--- src/rtl/layer_output_serializer.sv ---
// layer_output_serializer
//   Collects one activation per neuron of a hidden layer (each neuron pulses its own
//   valid bit, in any order) into a capture bank. Once every slot is filled, the bank
//   is handed to a send bank and streamed out one word per cycle toward the next layer.
//   The next frame is collected while the current one is being sent.
//
// Ports
//   clk           clock, rising edge
//   rst           synchronous, active-high reset
//   neuron_valid  bit k = valid pulse of neuron k
//   neuron_data   neuron k activation in bits [k*IN_WIDTH +: IN_WIDTH]
//   out_data      serialized word (activation zero-extended to DATA_WIDTH)
//   out_valid     word valid
//   out_last      high with the word of neuron NUM_NEURONS-1
//   busy          a frame is being sent
//   err_overflow  sticky: a neuron delivered a second activation into a filled slot
//   frame_count   number of frames fully sent (wraps)
//
// FSM states
//   state | meaning
//   IDLE  | nothing to send, waiting for a full capture bank
//   SEND  | streaming send bank word idx
module layer_output_serializer #(
    parameter int NUM_NEURONS = 30,
    parameter int IN_WIDTH    = 16,
    parameter int DATA_WIDTH  = 16
) (
    input  logic                            clk,
    input  logic                            rst,
    input  logic [NUM_NEURONS-1:0]          neuron_valid,
    input  logic [NUM_NEURONS*IN_WIDTH-1:0] neuron_data,
    output logic [DATA_WIDTH-1:0]           out_data,
    output logic                            out_valid,
    output logic                            out_last,
    output logic                            busy,
    output logic                            err_overflow,
    output logic [15:0]                     frame_count
);

    localparam int IDX_W = $clog2(NUM_NEURONS);
    localparam logic [IDX_W-1:0] LAST_IDX = IDX_W'(NUM_NEURONS - 1);

    typedef enum logic {IDLE, SEND} state_t;

    state_t                 state, state_nxt;
    logic [IDX_W-1:0]       idx, idx_nxt;
    logic [IN_WIDTH-1:0]    cap_bank  [NUM_NEURONS];
    logic [IN_WIDTH-1:0]    send_bank [NUM_NEURONS];
    logic [NUM_NEURONS-1:0] flag;
    logic [NUM_NEURONS-1:0] cap_en;
    logic                   all_full;
    logic                   frame_done;
    logic                   xfer;
    logic                   overflow_hit;
    logic [IN_WIDTH-1:0]    word_nxt;

    assign all_full   = &flag;
    assign frame_done = (state == SEND) && (idx == LAST_IDX);
    assign xfer       = all_full && ((state == IDLE) || frame_done);

    // On a transfer edge the bank is emptied, so every pulsing neuron lands in the
    // fresh bank and none of them counts as an overflow.
    assign cap_en       = neuron_valid & (~flag | {NUM_NEURONS{xfer}});
    assign overflow_hit = (|(neuron_valid & flag)) && !xfer;

    always_ff @(posedge clk) begin
        if (rst) begin
            state <= IDLE;
            idx   <= '0;
        end else begin
            state <= state_nxt;
            idx   <= idx_nxt;
        end
    end

    always_comb begin
        state_nxt = state;
        idx_nxt   = idx;
        case (state)
            IDLE: begin
                if (xfer) begin
                    state_nxt = SEND;
                    idx_nxt   = '0;
                end
            end
            SEND: begin
                if (frame_done) begin
                    idx_nxt = '0;
                    if (!xfer) state_nxt = IDLE;
                end else begin
                    idx_nxt = idx + IDX_W'(1);
                end
            end
            default: begin
                state_nxt = IDLE;
                idx_nxt   = '0;
            end
        endcase
        // The send bank is only loaded at this same edge on a transfer, so word 0 of
        // the new frame has to come straight from the capture bank.
        word_nxt = xfer ? cap_bank[0] : send_bank[idx_nxt];
    end

    always_ff @(posedge clk) begin
        if (rst) begin
            flag         <= '0;
            err_overflow <= 1'b0;
            frame_count  <= '0;
            out_data     <= '0;
            out_valid    <= 1'b0;
            out_last     <= 1'b0;
            busy         <= 1'b0;
        end else begin
            flag <= xfer ? cap_en : (flag | cap_en);
            if (overflow_hit) err_overflow <= 1'b1;
            if (frame_done) frame_count <= frame_count + 16'd1;
            out_valid <= (state_nxt == SEND);
            busy      <= (state_nxt == SEND);
            out_last  <= (state_nxt == SEND) && (idx_nxt == LAST_IDX);
            if (state_nxt == SEND) out_data <= DATA_WIDTH'(word_nxt);
        end
    end

    always_ff @(posedge clk) begin
        for (int k = 0; k < NUM_NEURONS; k++) begin
            if (cap_en[k]) cap_bank[k] <= neuron_data[k*IN_WIDTH +: IN_WIDTH];
            if (xfer) send_bank[k] <= cap_bank[k];
        end
    end

endmodule

--- config.mk ---
export PLATFORM = sky130hd
export DESIGN_NAME = layer_output_serializer
export DESIGN_NICKNAME = d
export VERILOG_FILES = /design/src/rtl/layer_output_serializer.sv
export SDC_FILE = /design/constraint.sdc
export NUM_CORES = 1
export LEC_CHECK = 0
export ABC_AREA = 1
export BUFFER_PORTS_ARGS = -buffer_cell sky130_fd_sc_hd__buf_2
export CAP_MARGIN = 20
export CORE_MARGIN = 2
export CORE_UTILIZATION = 48
export DETAILED_ROUTE_END_ITERATION = 8
export HOLD_SLACK_MARGIN = 0.02
export PLACE_DENSITY_LB_ADDON = 0.12
export SETUP_SLACK_MARGIN = 0.2
export SYNTH_ARGS = -nofsm -noshare
export SYNTH_HDL_FRONTEND = slang
export SYNTH_SLANG_ARGS = --single-unit
--- constraint.sdc ---
create_clock -name clk -period 20.7 [get_ports clk]
set_clock_uncertainty 0.1 [all_clocks]
set_input_delay 3.105 -clock clk [delete_from_list [all_inputs] [get_ports clk]]
set_output_delay 3.105 -clock clk [all_outputs]
set_load 0.03 [all_outputs]
==> results of run 1 <==
-- power by group through the flow --
stage / clock network, uW / logic (uW) / registers, uW
after floorplan: 0 / 28.3 / 2400
after global placement: 0 / 117 / 2410
after detailed placement: 0 / 122 / 2410
after CTS: 1980 / 122 / 2360
after global routing: 2060 / 129 / 2370
final: 1950 / 121 / 2360
-- routing by layer --
metal	routed length, um	track usage (%)	up-vias
met5	73	0	-
met4	4180	9.95	12
met3	8660	5.10	211
met2	51200	42.4	1047
met1	41800	34.6	11300
li1	-	-	10900
-- Yosys cell counts --
| library cell | instances |
|---|---|
| o21ai_0 | 27 |
| a221oi_1 | 5 |
| nor2_2 | 1 |
| inv_2 | 4 |
| a22o_1 | 1 |
| xnor2_1 | 1 |
| nor2_1 | 101 |
| nand2_4 | 1 |
| ha_1 | 3 |
| or4_1 | 1 |
| inv_1 | 98 |
| edfxtp_1 | 960 |
| o21ai_4 | 1 |
| a31oi_1 | 1 |
| nand4_1 | 10 |
| nand2_2 | 1 |
| xor2_1 | 1 |
| buf_4 | 18 |
| a21oi_1 | 108 |
| buf_2 | 51 |
| nand3b_1 | 1 |
| o21a_1 | 3 |
| nand2_1 | 1190 |
| a32oi_2 | 1 |
| dfxtp_1 | 70 |
| nor3b_1 | 1 |
| nand3_4 | 1 |
| o21ai_1 | 6 |
| nor4_1 | 3 |
| nand3_1 | 108 |
| nor3_1 | 10 |
| o21ai_2 | 1 |
| buf_6 | 4 |
| clkbuf_1 | 40 |
| nor2_4 | 1 |
-- sequential cells by signal (all words and copies together), names as in the netlist --
signal	flops
frame_count	16
busy	1
err_overflow	1
out_data	16
send_bank	480
out_last	1
flag	30
cap_bank	480
idx	5
-- metrics by stage --
step	setup slack, ns	total power, uW
after CTS	15.41	4460
after global placement	15.56	2520
final	15.49	4430
after floorplan	5.10	2430
after detailed placement	15.43	2530
after global routing	15.05	4560
-- worst reg2reg max path, delay by kind of cell, from the launching register on --
kind | cells | cell delay (ns)
buf+inv | 5 | 1.95
simple gates | 12 | 1.41
flops | 1 | 0.44
fa+ha+maj | 1 | 0.19
compound gates | 2 | 1.09
-- final cells by class --
| type | count | area [um2] | share of cell area, % |
|---|---|---|---|
| diodes | 16 | 40.0 | 0.0884 |
| clock buffers | 128 | 2830 | 6.24 |
| clock inverters | 66 | 748 | 1.65 |
| inverters | 102 | 395 | 0.873 |
| multi-input cells | 1589 | 6670 | 14.7 |
| flip-flops and latches | 1030 | 30200 | 66.7 |
| well taps | 1040 | 1300 | 2.87 |
| repair buffers | 587 | 3110 | 6.86 |
-- how the worst max path moves through the flow --
| stage | start | cells after the start | to |
|---|---|---|---|
| 3_3_place_gp | idx[1]$_SDFF_PP0_ | 20 | out_data[4]$_SDFFE_PP0P_ |
| 2_1_floorplan | idx[0]$_SDFF_PP0_ | 9 | send_bank[0][0]$_DFFE_PP_ |
| 6_report | idx[1]$_SDFF_PP0_ | 20 | out_data[4]$_SDFFE_PP0P_ |
| 3_5_place_dp | idx[1]$_SDFF_PP0_ | 20 | out_data[15]$_SDFFE_PP0P_ |
| 5_1_grt | idx[1]$_SDFF_PP0_ | 20 | out_data[15]$_SDFFE_PP0P_ |
| 4_1_cts | idx[1]$_SDFF_PP0_ | 20 | out_data[15]$_SDFFE_PP0P_ |
-- kinds of logic (layout without fill, tap and decap cells) --
kind of cell	count (synthesis)	in the layout	share of synthesized area [%]
other cells	0	16	0
buf+inv	215	883	2.57
compound gates	154	154	2.20
simple gates	1430	1430	14.8
xor+xnor	2	2	0.0465
fa+ha+maj	3	3	0.0996
flops	1030	1030	80.2
==> out/metrics.csv, run 1 <==
metric,value,unit
status,"finished, final reports clean",
Synth area leader,edfxtp_1,
syn_nets,3349,
"Slew Viols, Final",0,
P&R area growth vs syn,20.3,%
core region area,77600,um2
clock-pin slew on the worst setup and hold paths,0.06,ns
Worst-Skew Late Latency,0.66,ns
R2R Path End,out_data[4]$_SDFFE_PP0P_,
hold bufs inserted after CTS,0,
crit-path cells,"inv_1, ha_1, nand2_1, nor2_1, inv_2, nand2_4, o21ai_4, nand2_8, inv_6, buf_4, nand2_1, nand2_1, nand2_1, a21oi_1, nor2_1, nand2_1, nand2_1, nand3_1, nand2_1, inv_1",
worst r2r path cells,20,
Worst path slowest cell,buf_4,
CP Max Fanout,114,
setup violators final,0,
worst hold path type,reg2reg,
site row count,102,
"commonest cells after routing, fill and taps aside","nand2_1, edfxtp_1, buf_2",
minimum clock period,5.21,ns
Most common cell on crit path,nand2_1,
initial core utilization,48.6,%
Nets,3929,
pwr dens,97.8,nW/um2
hold slack final,0.312,ns
initial antenna violation count,23,
total congestion overflow,0,
area post-placement,41700,um2
Leak,0.0179,uW
Sw Share,20.0,%
vias in the first global route,23300,
RSZ-0062 raised after global routing,false,
DRT Pass-1 Iters,6,
P_sw,885,uW
Post-Syn Area,37700,um2
data arrival time of the worst path,5.71,ns
Die W,284,um
Reg power frac,53.3,%
Crit path buffers/inverters,5,
first-pass GRT wire length,152000,um
share of layout cells above drive strength 1,22.8,%
clock share of power,43.9,%
crit path launch type,register,
syn_area_per_cell,13.3,um2
Setup TNS,0,ns
r2r setup slk,15.49,ns
Worst Hold Depth,0,
H-tree depth,3,
post_cts resized,0,
Max Fclk,192,MHz
max cap viols,0,
boundary pin count,548,
Worst EP required,21.20,ns
clk root buf,clkbuf_16,
postcts setup bufs,0,
critical path's largest stage delay,0.93,ns
final HPWL from detailed placement,73600,um
Total Wirelength,106000,um
Comb pwr share,2.7,%
antenna-violating nets left,0,
Post-Layout Cell Count,4558,
Die ar.,80700,um2
P_int,3550,uW
Area contributors post-synth,"edfxtp_1, nand2_1, dfxtp_1, a21oi_1, nand3_1",
synth unique cells,35,
GPL Wtd Cong,0.903,
Rel. slew slack,19.2,%
Synth top area share,76.5,%
WL per Instance,23.2,um
sequential cell area fraction in the yosys report,80.2,%
hold path start,cap_bank[0][113]$_DFFE_PP_,
die height,284,um
DRC Markers,0,
Worst Max-Slew Pin Slew,1.21,ns
crit share post-route,25.2,%
Max Root-Sink Buffers,3,
"Hold Vio Cnt, Final",0,
TritonCTS Buffers,104,
CP top delay family,buffers and inverters,
Worst VDD drop,63.9,uV
WS Path Type,reg2reg,
number of port buffers,547,
Via Count,23500,
Worst Setup End Kind,register,
post-route cell area,45300,um2
Synthesis Warnings,0,
number of synthesized register bits,1030,
Avg Vias per Cell,5.16,
CTS Sinks,1030,
r2r startpoint,idx[1]$_SDFF_PP0_,
CTS tree,yes,
"Core Util, Final",58.4,%
Fillers,6252,
"number of placed instances, taps included",4347,
largest net degree at the start of global routing,207,
Post-Syn Instances,2834,
"most common cell after layout, fill and taps aside",nand2_1,
Worst Hold End,send_bank[7][1]$_DFFE_PP_,
GRT Total Usage,26.0,%
Initial DRC Count,2499,
(Power assumes the default switching activity.)
==> inputs of run 2 (changes only) <==
ABC_AREA = 0   (was 1)
clock period = 4.4 ns   (was 20.7 ns; I/O delays follow)
==> out/metrics.csv, run 2 <==
metric,value,unit,change
status,"finished, final reports clean",,
Nets,3391,,-14%
Rel. slew slack,16.8,%,-2.4 points
DRC Markers,0,,unchanged
postcts setup bufs,0,,unchanged
share of layout cells above drive strength 1,29.4,%,+6.5 points
Die W,284,um,about the same
Tot Pwr,21000,uW,+370%
Max Root-Sink Buffers,3,,unchanged
vias in the first global route,23400,,+0.53%
"Slew Viols, Final",0,,unchanged
sequential cell area fraction in the yosys report,80.1,%,-0.15 points
synth unique cells,64,,+83%
clk root buf,clkbuf_16,,
setup violators final,0,,unchanged
clock-pin slew on the worst setup and hold paths,0.07,ns,about the same
Post-Syn Area,37700,um2,+0.19%
Comb pwr share,3.0,%,+0.3 points
Initial DRC Count,2663,,+6.6%
initial antenna violation count,16,,-30%
Synth Flop Type,edfxtp_1,,
final HPWL from detailed placement,84200,um,+14%
initial core utilization,48.6,%,+0.094 points
WL per Instance,29.6,um,+28%
most common cell in the netlist,edfxtp_1,,
Post-synth top cells,"edfxtp_1, nand2_1, a21oi_1",,
max cap viols,0,,unchanged
"Hold Vio Cnt, Final",0,,unchanged
first-pass GRT wire length,167000,um,+10%
Via Count,23600,,+0.41%
CTS Sinks,1030,,unchanged
Worst Setup End Kind,register,,
syn_area_per_cell,16.7,um2,+26%
TritonCTS Buffers,104,,unchanged
crit share post-route,94.2,%,+69 points
CTS tree,yes,,
core region area,77600,um2,unchanged
Reg power frac,52.9,%,-0.4 points
number of port buffers,547,,unchanged
total congestion overflow,0,,unchanged
"commonest cells after routing, fill and taps aside","edfxtp_1, buf_2, nand2_1",,
Synth top area share,76.4,%,-0.15 points
GRT Total Usage,29.1,%,+3.2 points
Post-synth EDFFs,960,,unchanged
Post-Syn Instances,2259,,-20%
clock share of power,44.1,%,+0.2 points
P_int,16700,uW,+370%
site row count,102,,unchanged
Largest regs,"cap_bank (480), send_bank (480), flag (30)",,
DRT Pass-1 Iters,6,,unchanged
largest net degree at the start of global routing,116,,-44%
Synthesis Warnings,0,,unchanged
data arrival time of the worst path,4.57,ns,-1.14 ns
Sw Share,20.7,%,+0.74 points
syn_nets,2774,,-17%
"most common cell after layout, fill and taps aside",edfxtp_1,,
P_sw,4350,uW,+390%
CP Max Fanout,52,,-54%
Avg Vias per Cell,5.88,,+14%
P&R area growth vs syn,21.5,%,
Worst EP required,4.83,ns,-16.37 ns
Synth area leader,edfxtp_1,,
worst hold path type,in2reg,,
GPL Wtd Cong,0.908,,+0.49%
WS Path Type,reg2reg,,
boundary pin count,548,,unchanged
die height,284,um,about the same
Worst-Skew Late Latency,0.69,ns,+0.03 ns
crit path launch type,register,,
Area contributors post-synth,"edfxtp_1, dfxtp_1, mux2i_1, nand2_1, a211oi_1",,
H-tree depth,3,,unchanged
hold bufs inserted after CTS,0,,unchanged
Setup TNS,0,ns,unchanged
Total Wirelength,119000,um,+12%
number of synthesized register bits,1030,,unchanged
ys async rst share,0,%,unchanged
post_cts resized,0,,unchanged
Worst Max-Slew Pin Slew,1.22,ns,+0.00421 ns
Max Fclk,241,MHz,+26%
pwr dens,458,nW/um2,+370%
minimum clock period,4.14,ns,-1.07 ns
Leak,0.0162,uW,-9.6%
RSZ-0062 raised after global routing,false,,
Worst VDD drop,362,uV,+470%
antenna-violating nets left,0,,unchanged
Die ar.,80900,um2,+0.19%
-- run 2: cell count changes after synthesis, sizes merged, moves of 37 or more --
| cell | delta |
|---|---|
| nand2 | -975 |
| inv | -97 |
| mux2i | +97 |
| a211oi | +92 |
| nand3 | -87 |
| and3 | +67 |
| clkbuf | +49 |
| a2111oi | +37 |
| a21boi | +37 |
-- run 2: through the flow --
stage / std cells / worst slack (ns) / area [um2] / hold slack [ns] / utilization (%)
2_1_floorplan: 2259 / 0.649 / 37800 / 0.300 / -
3_3_place_gp: 3809 / 0.320 / 42200 / 0.300 / 54.4
3_5_place_dp: 3810 / 0.253 / 42200 / 0.305 / 54.4
4_1_cts: 4005 / 0.220 / 45800 / 0.0221 / 59.1
5_1_grt: 4010 / 0.218 / 45900 / 0.0315 / 59.1
6_report: 4015 / 0.257 / 45900 / 0.0480 / 59.1
-- run 2: kinds of logic (layout without fill, tap and decap cells) --
family                     count (synthesis)  after routing  synth area share, %
DFF                                     1030           1030                 80.1
AOI/OAI and AO/OA                        524            524                 9.81
and+or+nand+nor                          449            449                 5.43
buffers and inverters                    140            846                 1.61
muxes                                    101            101                 2.69
xor gates and xnor gates                  12             12                0.278
adders and majority gates                  3              3               0.0995
other                                      0             10                    0
-- run 2: final timing paths --
kind | start | endpoint | slack [ns] | cells after the start
setup / recovery | flag[27]$_SDFF_PP0_ | out_data[0]$_SDFFE_PP0P_ | 0.26 | 8
hold / removal | neuron_data[415] | cap_bank[1][159]$_DFFE_PP_ | 0.05 | 1
setup reg to reg | flag[27]$_SDFF_PP0_ | out_data[0]$_SDFFE_PP0P_ | 0.26 | 8
hold reg to reg | cap_bank[1][43]$_DFFE_PP_ | send_bank[18][11]$_DFFE_PP_ | 0.31 | 0
-- run 2: layout make-up --
class / instances / area, um2
Multi-Input combinational cell: 1089 / 7110
Timing Repair Buffer: 646 / 3580
Clock inverter: 80 / 932
Clock buffer: 115 / 2670
Sequential cell: 1030 / 30200
Antenna cell: 10 / 25.0
Inverter: 5 / 26.3
Tap cell: 1040 / 1300
Fill cell: 6061 / 31700
-- run 2: layer usage --
metal  up-vias  part of all wire (%)  global-route usage [%]
met2      1228                    50                    48.5
met5         -                 0.053                       0
li1      10200                     -                       -
met3       201                   7.7                    4.89
met4        10                   3.2                    9.99
met1     11900                    39                    39.0
-- run 2: power groups by stage --
stage	logic, uW	clock network (uW)	registers, uW
CTS	626	9360	11100
global route	650	9750	11100
detailed placement	622	0	11300
finish	623	9260	11100
floorplan	126	0	11300
global placement	619	0	11300
-- run 2: critical path, cell delays in order (launching register included) --
cell and delay, ns:
dfxtp_1 0.40, nand4_1 0.19, or4_1 0.88, o21ai_4 0.33, nand2_8 0.33, a2111oi_0 1.14
o21ai_0 0.24, o2111ai_1 0.25, a21oi_1 0.11
